==> src/rtl/tlb_probe_read_if.sv <==
// tlb_probe_read_if: CPU, CP0 and TLB read-port signals of the TLBP/TLBR reader; master drives instruction/CP0/TLB data, slave is the reader.
interface tlb_probe_read_if #(parameter int IDX_W = 4);
  logic inst_valid_i;
  logic [31:0] inst_i;
  logic flush_i;
  logic [31:0] index_i;
  logic [31:0] entryhi_i;
  logic [IDX_W-1:0] tlb_rd_idx_o;
  logic [95:0] tlb_rd_data_i;
  logic stall_o;
  logic done_o;
  logic index_we_o;
  logic [31:0] index_data_o;
  logic entryhi_we_o;
  logic [31:0] entryhi_data_o;
  logic entrylo0_we_o;
  logic [31:0] entrylo0_data_o;
  logic entrylo1_we_o;
  logic [31:0] entrylo1_data_o;
  modport master (
    output inst_valid_i, inst_i, flush_i, index_i, entryhi_i, tlb_rd_data_i,
    input tlb_rd_idx_o, stall_o, done_o, index_we_o, index_data_o, entryhi_we_o, entryhi_data_o,
          entrylo0_we_o, entrylo0_data_o, entrylo1_we_o, entrylo1_data_o
  );
  modport slave (
    input inst_valid_i, inst_i, flush_i, index_i, entryhi_i, tlb_rd_data_i,
    output tlb_rd_idx_o, stall_o, done_o, index_we_o, index_data_o, entryhi_we_o, entryhi_data_o,
           entrylo0_we_o, entrylo0_data_o, entrylo1_we_o, entrylo1_data_o
  );
endinterface

==> src/rtl/tlb_probe_read.sv <==
// tlb_probe_read: multi-cycle TLBP/TLBR engine; clk/rst plus bus (instruction in, TLB read port, stall, done and CP0 Index/EntryHi/EntryLo0/EntryLo1 write pulses).
module tlb_probe_read #(
  parameter int TLB_ENTRIES = 16,
  parameter int IDX_W = 4
) (
  input logic clk,
  input logic rst,
  tlb_probe_read_if.slave bus
);
  typedef enum logic [1:0] {IDLE, PROBE, READ, DONE} state_t;
  state_t state;
  logic [IDX_W-1:0] cnt, hit_idx;
  logic [18:0] tgt_vpn2;
  logic [7:0] tgt_asid;
  logic hit, is_probe;
  logic [95:0] rd_buf;
  logic is_tlbp, is_tlbr, accept, match, last, wr, unused_bits;
  assign is_tlbp = bus.inst_i == 32'h42000008;
  assign is_tlbr = bus.inst_i == 32'h42000001;
  assign accept = state == IDLE && bus.inst_valid_i && !bus.flush_i && (is_tlbp || is_tlbr);
  assign match = bus.tlb_rd_data_i[95:77] == tgt_vpn2 && bus.tlb_rd_data_i[71:64] == tgt_asid;
  assign last = cnt == IDX_W'(TLB_ENTRIES - 1);
  assign wr = state == DONE && !bus.flush_i && !rst;
  assign unused_bits = ^{bus.index_i[31:IDX_W], bus.entryhi_i[12:8], bus.tlb_rd_data_i[76:72]};
  always_ff @(posedge clk) begin
    if (rst) begin
      state <= IDLE;
      cnt <= '0;
      hit_idx <= '0;
      tgt_vpn2 <= '0;
      tgt_asid <= '0;
      hit <= 1'b0;
      is_probe <= 1'b0;
      rd_buf <= '0;
    end else if (bus.flush_i) begin
      state <= IDLE;
    end else begin
      case (state)
        IDLE: if (accept) begin
          is_probe <= is_tlbp;
          if (is_tlbp) begin
            tgt_vpn2 <= bus.entryhi_i[31:13];
            tgt_asid <= bus.entryhi_i[7:0];
            cnt <= '0;
            hit <= 1'b0;
            state <= PROBE;
          end else begin
            hit_idx <= bus.index_i[IDX_W-1:0];
            state <= READ;
          end
        end
        PROBE: if (match) begin
          hit <= 1'b1;
          hit_idx <= cnt;
          state <= DONE;
        end else if (last) begin
          hit <= 1'b0;
          state <= DONE;
        end else begin
          cnt <= cnt + 1'b1;
        end
        READ: begin
          rd_buf <= bus.tlb_rd_data_i;
          state <= DONE;
        end
        DONE: state <= IDLE;
      endcase
    end
  end
  assign bus.tlb_rd_idx_o = rst ? '0 : state == PROBE ? cnt : state == READ ? hit_idx : '0;
  assign bus.stall_o = !rst && (accept || state == PROBE || state == READ);
  assign bus.done_o = wr;
  assign bus.index_we_o = wr && is_probe;
  assign bus.entryhi_we_o = wr && !is_probe;
  assign bus.entrylo0_we_o = wr && !is_probe;
  assign bus.entrylo1_we_o = wr && !is_probe;
  assign bus.index_data_o = !is_probe ? '0 : hit ? {{(32-IDX_W){1'b0}}, hit_idx} : 32'h80000000;
  assign bus.entryhi_data_o = rd_buf[95:64];
  assign bus.entrylo0_data_o = rd_buf[63:32];
  assign bus.entrylo1_data_o = rd_buf[31:0];
endmodule

==> src/flat_wrapper.sv <==
// flat-port wrapper written by rule: the top's interface ports become plain ports
module tlb_probe_read_flat 
#(
  parameter int TLB_ENTRIES = 16,
  parameter int IDX_W = 4
)
  (clk, rst, bus_inst_valid_i, bus_inst_i, bus_flush_i, bus_index_i, bus_entryhi_i, bus_tlb_rd_data_i, bus_tlb_rd_idx_o, bus_stall_o, bus_done_o, bus_index_we_o, bus_index_data_o, bus_entryhi_we_o, bus_entryhi_data_o, bus_entrylo0_we_o, bus_entrylo0_data_o, bus_entrylo1_we_o, bus_entrylo1_data_o);
  tlb_probe_read_if #(.IDX_W(IDX_W)) bus_i ();
  input logic clk;
  input logic rst;
  input wire logic [$bits(bus_i.inst_valid_i)-1:0] bus_inst_valid_i;
  input wire logic [$bits(bus_i.inst_i)-1:0] bus_inst_i;
  input wire logic [$bits(bus_i.flush_i)-1:0] bus_flush_i;
  input wire logic [$bits(bus_i.index_i)-1:0] bus_index_i;
  input wire logic [$bits(bus_i.entryhi_i)-1:0] bus_entryhi_i;
  input wire logic [$bits(bus_i.tlb_rd_data_i)-1:0] bus_tlb_rd_data_i;
  output wire logic [$bits(bus_i.tlb_rd_idx_o)-1:0] bus_tlb_rd_idx_o;
  output wire logic [$bits(bus_i.stall_o)-1:0] bus_stall_o;
  output wire logic [$bits(bus_i.done_o)-1:0] bus_done_o;
  output wire logic [$bits(bus_i.index_we_o)-1:0] bus_index_we_o;
  output wire logic [$bits(bus_i.index_data_o)-1:0] bus_index_data_o;
  output wire logic [$bits(bus_i.entryhi_we_o)-1:0] bus_entryhi_we_o;
  output wire logic [$bits(bus_i.entryhi_data_o)-1:0] bus_entryhi_data_o;
  output wire logic [$bits(bus_i.entrylo0_we_o)-1:0] bus_entrylo0_we_o;
  output wire logic [$bits(bus_i.entrylo0_data_o)-1:0] bus_entrylo0_data_o;
  output wire logic [$bits(bus_i.entrylo1_we_o)-1:0] bus_entrylo1_we_o;
  output wire logic [$bits(bus_i.entrylo1_data_o)-1:0] bus_entrylo1_data_o;
  assign bus_i.inst_valid_i = bus_inst_valid_i;
  assign bus_i.inst_i = bus_inst_i;
  assign bus_i.flush_i = bus_flush_i;
  assign bus_i.index_i = bus_index_i;
  assign bus_i.entryhi_i = bus_entryhi_i;
  assign bus_i.tlb_rd_data_i = bus_tlb_rd_data_i;
  assign bus_tlb_rd_idx_o = bus_i.tlb_rd_idx_o;
  assign bus_stall_o = bus_i.stall_o;
  assign bus_done_o = bus_i.done_o;
  assign bus_index_we_o = bus_i.index_we_o;
  assign bus_index_data_o = bus_i.index_data_o;
  assign bus_entryhi_we_o = bus_i.entryhi_we_o;
  assign bus_entryhi_data_o = bus_i.entryhi_data_o;
  assign bus_entrylo0_we_o = bus_i.entrylo0_we_o;
  assign bus_entrylo0_data_o = bus_i.entrylo0_data_o;
  assign bus_entrylo1_we_o = bus_i.entrylo1_we_o;
  assign bus_entrylo1_data_o = bus_i.entrylo1_data_o;
  tlb_probe_read #(.TLB_ENTRIES(TLB_ENTRIES), .IDX_W(IDX_W)) u_core (.clk(clk), .rst(rst), .bus(bus_i));
endmodule
==> config.mk <==
export PLATFORM = sky130hd
export DESIGN_NAME = tlb_probe_read_flat
export DESIGN_NICKNAME = d
export VERILOG_FILES = /design/src/rtl/tlb_probe_read_if.sv /design/src/rtl/tlb_probe_read.sv /design/src/flat_wrapper.sv
export SDC_FILE = /design/constraint.sdc
export NUM_CORES = 1
export LEC_CHECK = 0
export CAP_MARGIN = 20
export CORE_AREA = 2 2 130 132
export DETAILED_ROUTE_END_ITERATION = 6
export DIE_AREA = 0 0 132 134
export GPL_TIMING_DRIVEN = 0
export PLACE_DENSITY_LB_ADDON = 0.08
export SLEW_MARGIN = 20
export SYNTH_ARGS = -nofsm -noshare
export SYNTH_HDL_FRONTEND = slang
export SYNTH_SLANG_ARGS = --single-unit
export TNS_END_PERCENT = 50
==> constraint.sdc <==
create_clock -name clk -period 5.7 [get_ports clk]
set_input_delay 1.425 -clock clk [delete_from_list [all_inputs] [get_ports clk]]
set_output_delay 1.425 -clock clk [all_outputs]
set_load 0.005 [all_outputs]
==> flow_summary.toml, run 1 <==
[setup_path]
r2r_setup_slack_ps = 3220
critPathSlowestCell = "clkdlybuf4s50_1"
path_class = "in2out"
r2r_end = "u_core.rd_buf[33]"
r2r_cells = 8
critPathArrivalTime_ps = 3570
cp_common_cell = "clkdlybuf4s50_1"
slowest_delay_ps = 530
path_cells = "clkdlybuf4s50_1, nor4_2, nand4_1, nor3_2, nand3_1, a21oi_1, clkdlybuf4s50_1"
end_kind = "output pin"
cp.required_ps = 4280
critPathTopFamily = "simple AND/OR/NAND/NOR gates"
crit_buf_inv = 2
cp-start-kind = "input pin"
r2r-start = "u_core.state[0]"
cp.depth = 7
crit_path_max_fanout = 5

[synthesis]
yosysTopAreaCell = "dfxtp_1"
yosysSeqAreaShare = 0.465
postSynthAreaPerCell_um2 = 7.69
netlist_instances = 757
synth_edf_count = 0
synth_area_um2 = 5820
ys_types = 42
ys.flop_type = "dfxtp_1"
synth.top_cells.by_area = "dfxtp_1 46%, nand2_1 17%, a21oi_1 12%"
synth.top_cell.area_share = 0.465
async_flop_share = 0
yosysWarnings = 0
ys_seq_elements = 135

[global_routing]
antenna_found_initial = 0
grt_max_degree = 17
overflow = 0
grt_usage = 0.212
first_global_vias = 5610
grt_pass1_wl_um = 29500

[sta]
rsz0062_at_grt = "false"
setup_viol = 0
slew_viol_final = 0
max_freq_ghz = 0.200
period_share = 0.877
post-route-min-period_ps = 5000
worst-slew-pin-transition_ps = 740
finalSetupTns_ps = 0
clock_skew_ps = 9.40
maxSlewHeadroom = 0.507
hold_viol = 0

[flow_run]
maxCapViolCount = 0

[routing]
vias = 6012
drcViolationCount = 0
avgViaCountPerCell = 4.60
ant_nets = 0
totalWireLength_um = 19000
wire_per_inst_um = 14.5
drt_iter0_markers = 289
firstDrtPassIters = 4

[power]
power.switching_w = 0.000454
p_per_area_nw_per_um2 = 233
p_leak_nw = 3.25
vdd_drop_max_mv = 0.218
swShare = 0.205
seqPwrFrac = 0.426
p_int_w = 0.00176
power.share.clock = 0.492
p_comb_frac = 0.082

[worst_hold_path]
min_path_type = "reg2reg"
hold_depth = 2
holdCritStartpoint = "u_core.rd_buf[36]"
worstHoldEndpoint = "u_core.rd_buf[36]"

[cts]
clkLatencyLatePin_ps = 420
clkSinkCount = 135
post_cts_buffers = 0
ctsRootBufferMaster = "clkbuf_16"
htreeDepth = 4
clkTransAtPathRegs_ps = 50
clockBufferDepth = 2
cts_resized = 0
cts_buffers = 17
holdBufCountCts = 0
cts_tree = "yes"

[die]
fp.dieW_um = 132
dieArea_um2 = 17700
die_h_um = 134
rows = 47
ios = 334
start_util = 0.357
core_um2 = 16300

[cells_and_area]
layout.nets = 1276
final_area_um2 = 9490
antenna_cells = 0
drive_gt1_frac = 0.0663
final_common_cell = "clkdlybuf4s50_1"
fillers = 1543
fin_util = 0.583
area_growth_pct = 63.2
layout_common_cells = "272 x clkdlybuf4s50_1, 265 x nand2_1, 135 x dfxtp_1, 134 x a21oi_1, 43 x clkbuf_1"

[place]
dp.final_hpwl_um = 14600
place_area_um2 = 8910
gp_congestion = 0.823
port-buffer-count = 272

[status]
status = "finished, final reports clean"
==> area by class of cell <==
| class | instances | area [um2] | area share |
|---|---|---|---|
| plain buffers | 77 | 404 | 0.0426 |
| clock buffers | 22 | 454 | 0.0478 |
| clock inverters | 9 | 126 | 0.0133 |
| inverters | 3 | 11.3 | 0.00119 |
| multi-input cells | 568 | 2800 | 0.295 |
| flip-flops and latches | 135 | 2700 | 0.285 |
| well taps | 220 | 275 | 0.0290 |
| repair buffers | 272 | 2720 | 0.287 |
==> flip-flops by register name, summed over array words and instances, names as in the netlist <==
register and flops:
u_core.cnt 4, u_core.state 2, u_core.hit_idx 4, u_core.tgt_vpn2 19, u_core.rd_buf 96, u_core.is_probe 1, u_core.hit 1, u_core.tgt_asid 8
==> cell usage after synthesis (2+ instances only) <==
cell type / n
nand2_1: 265
dfxtp_1: 135
a21oi_1: 134
clkbuf_1: 39
buf_4: 29
xnor2_1: 27
nor2_1: 19
o211ai_1: 8
o21ai_0: 8
nand3_1: 7
nand4_1: 7
nor2b_1: 7
and3_1: 6
ha_1: 6
nand2b_1: 6
nor4_2: 6
buf_2: 5
buf_1: 4
nand3b_1: 4
nor4_1: 4
a31oi_1: 3
inv_1: 3
nor3_1: 3
and2_1: 2
mux2i_1: 2
or4_1: 2
==> cell families (layout without fill, tap and decap cells) <==
group	count (synthesis)	after routing	share of synthesized area
xor+xnor	28	28	0.0422
fa+ha+maj	6	6	0.0129
mux	2	2	0.00344
buf+inv	80	383	0.0714
compound gates	161	161	0.146
simple gates	344	344	0.259
flops	135	135	0.465
other cells	1	27	0.000645
==> power by group through the flow <==
| stage | registers (W) | logic (W) | clock network, W |
|---|---|---|---|
| global placement | 0.000964 | 0.000182 | 0 |
| floorplan | 0.000964 | 0.0000489 | 0 |
| finish | 0.000944 | 0.000181 | 0.00109 |
| detailed placement | 0.000964 | 0.000180 | 0 |
| global route | 0.000943 | 0.000195 | 0.00116 |
| CTS | 0.000944 | 0.000182 | 0.00111 |
==> worst max-delay path by stage <==
stage                               from           to  slack [ps]
after floorplan           bus_inst_i[10]  bus_stall_o        1810
after global placement    bus_inst_i[10]  bus_stall_o         690
after detailed placement  bus_inst_i[10]  bus_stall_o         670
after CTS                 bus_inst_i[10]  bus_stall_o         660
after global routing      bus_inst_i[10]  bus_stall_o         470
final                     bus_inst_i[10]  bus_stall_o         700
==> worst min-delay path, cell delays in order, from the launching register on <==
cell and delay [ps]:
dfxtp_1 300, nand2_1 50, a21oi_1 50
==> stage by stage <==
stage | setup WS [ps] | power [W] | hold WS [ps] | std cells
6_report | 703 | 0.00221 | 450 | 1306
3_5_place_dp | 669 | 0.00114 | 445 | 1275
5_1_grt | 474 | 0.00230 | 464 | 1306
2_1_floorplan | 1810 | 0.00101 | 444 | 783
3_3_place_gp | 695 | 0.00115 | 442 | 1275
4_1_cts | 664 | 0.00224 | 453 | 1306
==> layer usage <==
metal | GRT usage | vias up | wire, um
met5 | 0 | - | 0
met3 | 0.0797 | 23 | 1650
met2 | 0.332 | 252 | 8660
li1 | - | 3081 | -
met1 | 0.269 | 2656 | 8310
met4 | 0.0725 | 0 | 371
No activity file was read; power rests on OpenSTA's default activity.
==> inputs of run 2 (changes only) <==
--- a/config.mk
+++ b/config.mk
@@ -10,6 +10,7 @@
 export DETAILED_ROUTE_END_ITERATION = 6
 export DIE_AREA = 0 0 132 134
 export GPL_TIMING_DRIVEN = 0
+export MAX_ROUTING_LAYER = met4
 export PLACE_DENSITY_LB_ADDON = 0.08
 export SLEW_MARGIN = 20
 export SYNTH_ARGS = -nofsm -noshare
==> constraint.sdc (replaced) <==
create_clock -name clk -period 5.7 [get_ports clk]
set_input_delay 0.57 -clock clk [delete_from_list [all_inputs] [get_ports clk]]
set_output_delay 0.57 -clock clk [all_outputs]
set_load 0.005 [all_outputs]
==> run 2 against run 1 <==
Effect of this change: combinational power about the same; final area unchanged; sequential power hardly changed; clock skew hardly changed; sequential share of layout area unchanged; highest routed layer unchanged; global-route usage up 0.60 points; critical path depth rose by 2; non-clock buffer count did not move; setup slack better by 1500 ps; sequential cell count is the same.
==> flow_summary.toml, run 2 (same netlist as run 1, synthesis figures left out) <==
[cells_and_area]
largest-register = "u_core.rd_buf"
layout_common_cells = "272 x clkdlybuf4s50_1, 265 x nand2_1, 135 x dfxtp_1, 134 x a21oi_1, 43 x clkbuf_1"
final_common_cell = "clkdlybuf4s50_1"
fin_cells = 1306
layout.nets = 1276
area_growth_pct = 63.2
final_area_um2 = 9490
drive_gt1_frac = 0.0663
fin_util = 0.583
reg.largest.list = "u_core.rd_buf (96), u_core.tgt_vpn2 (19), u_core.tgt_asid (8)"
largest_reg_flops = 96
antenna_cells = 0

[setup_path]
critPathSlowestCell = "clkdlybuf4s50_1"
slowest_delay_ps = 470
cp-start-kind = "flop"
crit_path_max_fanout = 10
critPathArrivalTime_ps = 2930
path_cells = "inv_1, ha_1, clkbuf_1, clkbuf_1, clkbuf_1, nor2_1, a21oi_1, nor2_1, clkdlybuf4s50_1"
cp.required_ps = 5130
end_kind = "output pin"
cp_common_cell = "clkbuf_1"
path_class = "reg2out"

[die]
start_util = 0.357
dieArea_um2 = 17700
ios = 334
die_h_um = 134
core_um2 = 16300
rows = 47
fp.dieW_um = 132

[routing]
totalWireLength_um = 19000
firstDrtPassIters = 5
drt_iter0_markers = 288
wire_per_inst_um = 14.5
avgViaCountPerCell = 4.61
vias = 6018
drcViolationCount = 0
ant_nets = 0

[place]
place_area_um2 = 8910
dp_cells = 1275
gp_congestion = 0.836
port-buffer-count = 272
dp.final_hpwl_um = 14600

[cts]
cts_tree = "yes"
cts_buffers = 17
htreeDepth = 4
post_cts_buffers = 0
ctsRootBufferMaster = "clkbuf_16"
holdBufCountCts = 0
clockBufferDepth = 2
cts_resized = 0
clkTransAtPathRegs_ps = 50
clkSinkCount = 135
clkLatencyLatePin_ps = 410

[global_routing]
busiest_layer = "met2"
first_global_vias = 5624
met1_usage = 0.273
grt_pass1_wl_um = 29400
antenna_found_initial = 0
grt_usage = 0.218
use_met3 = 0.0684
grt_max_degree = 17
use_met2 = 0.334
overflow = 0

[sta]
rsz0062_at_grt = "false"
setup_viol = 0
worst-slew-pin-transition_ps = 725
clock_skew_ps = 9.76
slew_viol_final = 0
post-route-min-period_ps = 3500
period_share = 0.614
finalSetupTns_ps = 0
max_freq_ghz = 0.286
maxSlewHeadroom = 0.517
hold_viol = 0

[power]
vdd_drop_max_mv = 0.217
p_per_area_nw_per_um2 = 233
p_leak_nw = 3.25

[status]
status = "finished, final reports clean"

[worst_hold_path]
min_path_type = "reg2reg"

[flow_run]
maxCapViolCount = 0
run 2: cell counts in the layout (fill, tap and decap cells not counted):
No cell type changed its count.
run 2: per-layer routing:
metal	wire length, um	share of wire
met5	0	0
met4	361	0.019
met3	1410	0.074
met2	8690	0.46
met1	8490	0.45
run 2: path summary, 6_finish.rpt:
path                      from             endpoint  slack [ps]  cells past startpoint
max            u_core.state[1]  bus_tlb_rd_idx_o[1]        2200                      9
min          u_core.rd_buf[36]    u_core.rd_buf[36]         450                      2
max reg2reg    u_core.state[0]    u_core.rd_buf[33]        3220                      8
min reg2reg  u_core.rd_buf[36]    u_core.rd_buf[36]         450                      2
run 2: area by class of cell:
cell class / instances / area (um2)
Timing Repair Buffer: 272 / 2720
Clock inverter: 9 / 126
Tap cell: 220 / 275
Multi-Input combinational cell: 568 / 2800
Sequential cell: 135 / 2700
Fill cell: 1543 / 6800
Inverter: 3 / 11.3
Clock buffer: 22 / 454
Buffer: 77 / 404
run 2: critical path: cells and delay by family, from the launching register on:
kind / cells / cell delay [ps]
compound gates: 1 / 150
fa+ha+maj: 1 / 140
buf+inv: 5 / 1730
flops: 1 / 330
simple gates: 2 / 170
run 2: report_power, final:
group / internal (W) / leakage [nW] / switching, W
Sequential: 0.000944 / 1.09 / 0.00000000000167
Clock: 0.000694 / 0.284 / 0.000395
Combinational: 0.000122 / 1.88 / 0.0000593
run 2: through the flow:
step	hold WS [ps]	total power, W	worst slack (ps)
3_5_place_dp	445	0.00114	2380
4_1_cts	453	0.00224	2180
2_1_floorplan	444	0.00101	3520
6_report	450	0.00221	2200
5_1_grt	464	0.00230	1950
3_3_place_gp	442	0.00115	2400
==> inputs of run 3 (changes only) <==
--- a/config.mk
+++ b/config.mk
@@ -6,9 +6,10 @@
 export NUM_CORES = 1
 export LEC_CHECK = 0
 export CAP_MARGIN = 20
-export CORE_AREA = 2 2 130 132
+export CORE_ASPECT_RATIO = 1.2
+export CORE_MARGIN = 2
+export CORE_UTILIZATION = 35
 export DETAILED_ROUTE_END_ITERATION = 6
-export DIE_AREA = 0 0 132 134
 export GPL_TIMING_DRIVEN = 0
 export MAX_ROUTING_LAYER = met4
 export PLACE_DENSITY_LB_ADDON = 0.08
==> constraint.sdc (replaced) <==
create_clock -name clk -period 3.2 [get_ports clk]
set_input_delay 0.32 -clock clk [delete_from_list [all_inputs] [get_ports clk]]
set_output_delay 0.32 -clock clk [all_outputs]
set_load 0.005 [all_outputs]
==> run 3 against run 2 <==
Effect of this change: sequential cell count unchanged; combinational power increased by 78%; sequential power increased by 78%; worst hold slack got worse by 10 ps; final cell count decreased by 0.69%; final area decreased by 0.17%; clock power increased by 72%; non-clock buffer count decreased by 1; critical path type unchanged; highest routed layer unchanged.
==> flow_summary.toml, run 3 (same netlist as run 1, synthesis figures left out) <==
[setup_path]
cp.required_ps = 2880
end_kind = "output pin"
r2r-start = "u_core.state[0]"
critPathCapture = "bus_tlb_rd_idx_o[0]"
cp-start-kind = "flop"
r2r_cells = 8
r2r_end = "u_core.rd_buf[31]"
crit_path_max_fanout = 10
r2r_setup_slack_ps = 670
startpoint = "u_core.state[1]"
path_class = "reg2out"
critPathArrivalTime_ps = 2520

[cts]
clockBufferDepth = 2
clkLatencyLatePin_ps = 420
cts_tree = "yes"
clkSinkCount = 135
post_cts_buffers = 0
holdBufCountCts = 0
clkTransAtPathRegs_ps = 60
htreeDepth = 4
cts_buffers = 17
ctsRootBufferMaster = "clkbuf_16"

[cells_and_area]
antenna_cells = 0
area_growth_pct = 62.9
final_common_cell = "clkdlybuf4s50_1"
multi_input_area_um2 = 2800
fillers = 1582
drive_gt1_frac = 0.0719
layout.nets = 1275
seqCellArea_um2 = 2700
reg.largest.list = "u_core.rd_buf (96), u_core.tgt_vpn2 (19), u_core.tgt_asid (8)"
largest_reg_flops = 96
layout_common_cells = "272 x clkdlybuf4s50_1, 265 x nand2_1, 135 x dfxtp_1, 134 x a21oi_1, 36 x clkbuf_1"
largest-register = "u_core.rd_buf"

[sta]
max_freq_ghz = 0.352
period_share = 0.887
maxSlewHeadroom = 0.573
post-route-min-period_ps = 2840
hold_viol = 0
slew_viol_final = 0
hold_ws_ps = 440
clock_skew_ps = 6.74
worst-slew-pin-transition_ps = 641
rsz0062_at_grt = "false"
setup_ws_ps = 362
setup_viol = 0
finalSetupTns_ps = 0

[power]
total_power_w = 0.00389
p_leak_nw = 3.24
vdd_drop_max_mv = 0.326
p_per_area_nw_per_um2 = 410

[die]
ios = 334
rows = 51
die_h_um = 145
fp.dieW_um = 122
core_um2 = 16300
dieArea_um2 = 17700
start_util = 0.358

[global_routing]
first_global_vias = 5655
grt_pass1_wl_um = 29500
grt_max_degree = 17
antenna_found_initial = 0
overflow = 0
grt_usage = 0.219

[place]
gp_congestion = 0.843
dp.final_hpwl_um = 14500
place_ws_ps = 364
port-buffer-count = 272

[routing]
vias = 6028
wire_per_inst_um = 14.5
avgViaCountPerCell = 4.65
drt_iter0_markers = 247
totalWireLength_um = 18800
drcViolationCount = 0
ant_nets = 0
firstDrtPassIters = 4

[worst_hold_path]
min_path_type = "in2reg"
hold_depth = 4

[flow_run]
maxCapViolCount = 0

[status]
status = "finished, final reports clean"
run 3: changes by cell type in the layout (fill, tap and decap cells not counted), sizes merged:
cell | previous run | this run
bufinv | 3 | 1
inv | 3 | 4
clkinvlp | 1 | 5
clkinv | 5 | 3
clkbuf | 61 | 59
run 3: worst min-delay path by stage:
| stage | end | slack, ps | start |
|---|---|---|---|
| after floorplan | u_core.tgt_asid[7] | 440 | u_core.tgt_asid[7] |
| after global placement | u_core.rd_buf[79] | 440 | u_core.rd_buf[79] |
| after detailed placement | u_core.rd_buf[26] | 450 | u_core.rd_buf[26] |
| after CTS | u_core.cnt[1] | 410 | rst |
| after global routing | u_core.rd_buf[23] | 440 | bus_tlb_rd_data_i[23] |
| final | u_core.cnt[1] | 440 | rst |
run 3: per-layer routing:
metal,GRT usage,vias to the layer above,wire (um)
li1,-,3087,-
met1,0.252,2690,7900
met2,0.362,225,9160
met3,0.0649,26,1410
met4,0.0753,0,361
met5,-,-,0
run 3: power breakdown:
group / leakage, nW / switching (W) / internal, W / total, W
combinational: 1.89 / 0.000105 / 0.000217 / 0.000322
clock: 0.270 / 0.000736 / 0.00115 / 0.00188
sequential: 1.09 / 0.00000000000287 / 0.00168 / 0.00168
run 3: area by class of cell:
cell class	instances	area share
Inverter	3	0.00119
Buffer	76	0.0425
Timing Repair Buffer	272	0.287
Tap cell	212	0.0280
Clock buffer	21	0.0507
Multi-Input combinational cell	568	0.295
Sequential cell	135	0.285
Clock inverter	10	0.0100
run 3: what timing repair did:
action | 4_1_cts | 5_1_grt
cloned | 0 | 0
resized for setup | 1 | 2
hold endpoints to repair | 0 | 0
setup endpoints to repair | 4 | 4
run 3: critical path, stage by stage, from the launching register on:
cell	delay, ps
dfxtp_1	340
inv_1	100
ha_1	350
clkbuf_2	290
clkbuf_2	280
nor2_1	70
a21oi_1	160
nor2_1	60
clkdlybuf4s50_1	450
run 3: per-stage QoR:
stage,instance area [um2],utilization,std cells
after floorplan,5920,-,783
after global placement,8900,0.547,1267
after detailed placement,8900,0.547,1267
after CTS,9480,0.583,1298
after global routing,9480,0.582,1297
final,9480,0.582,1297
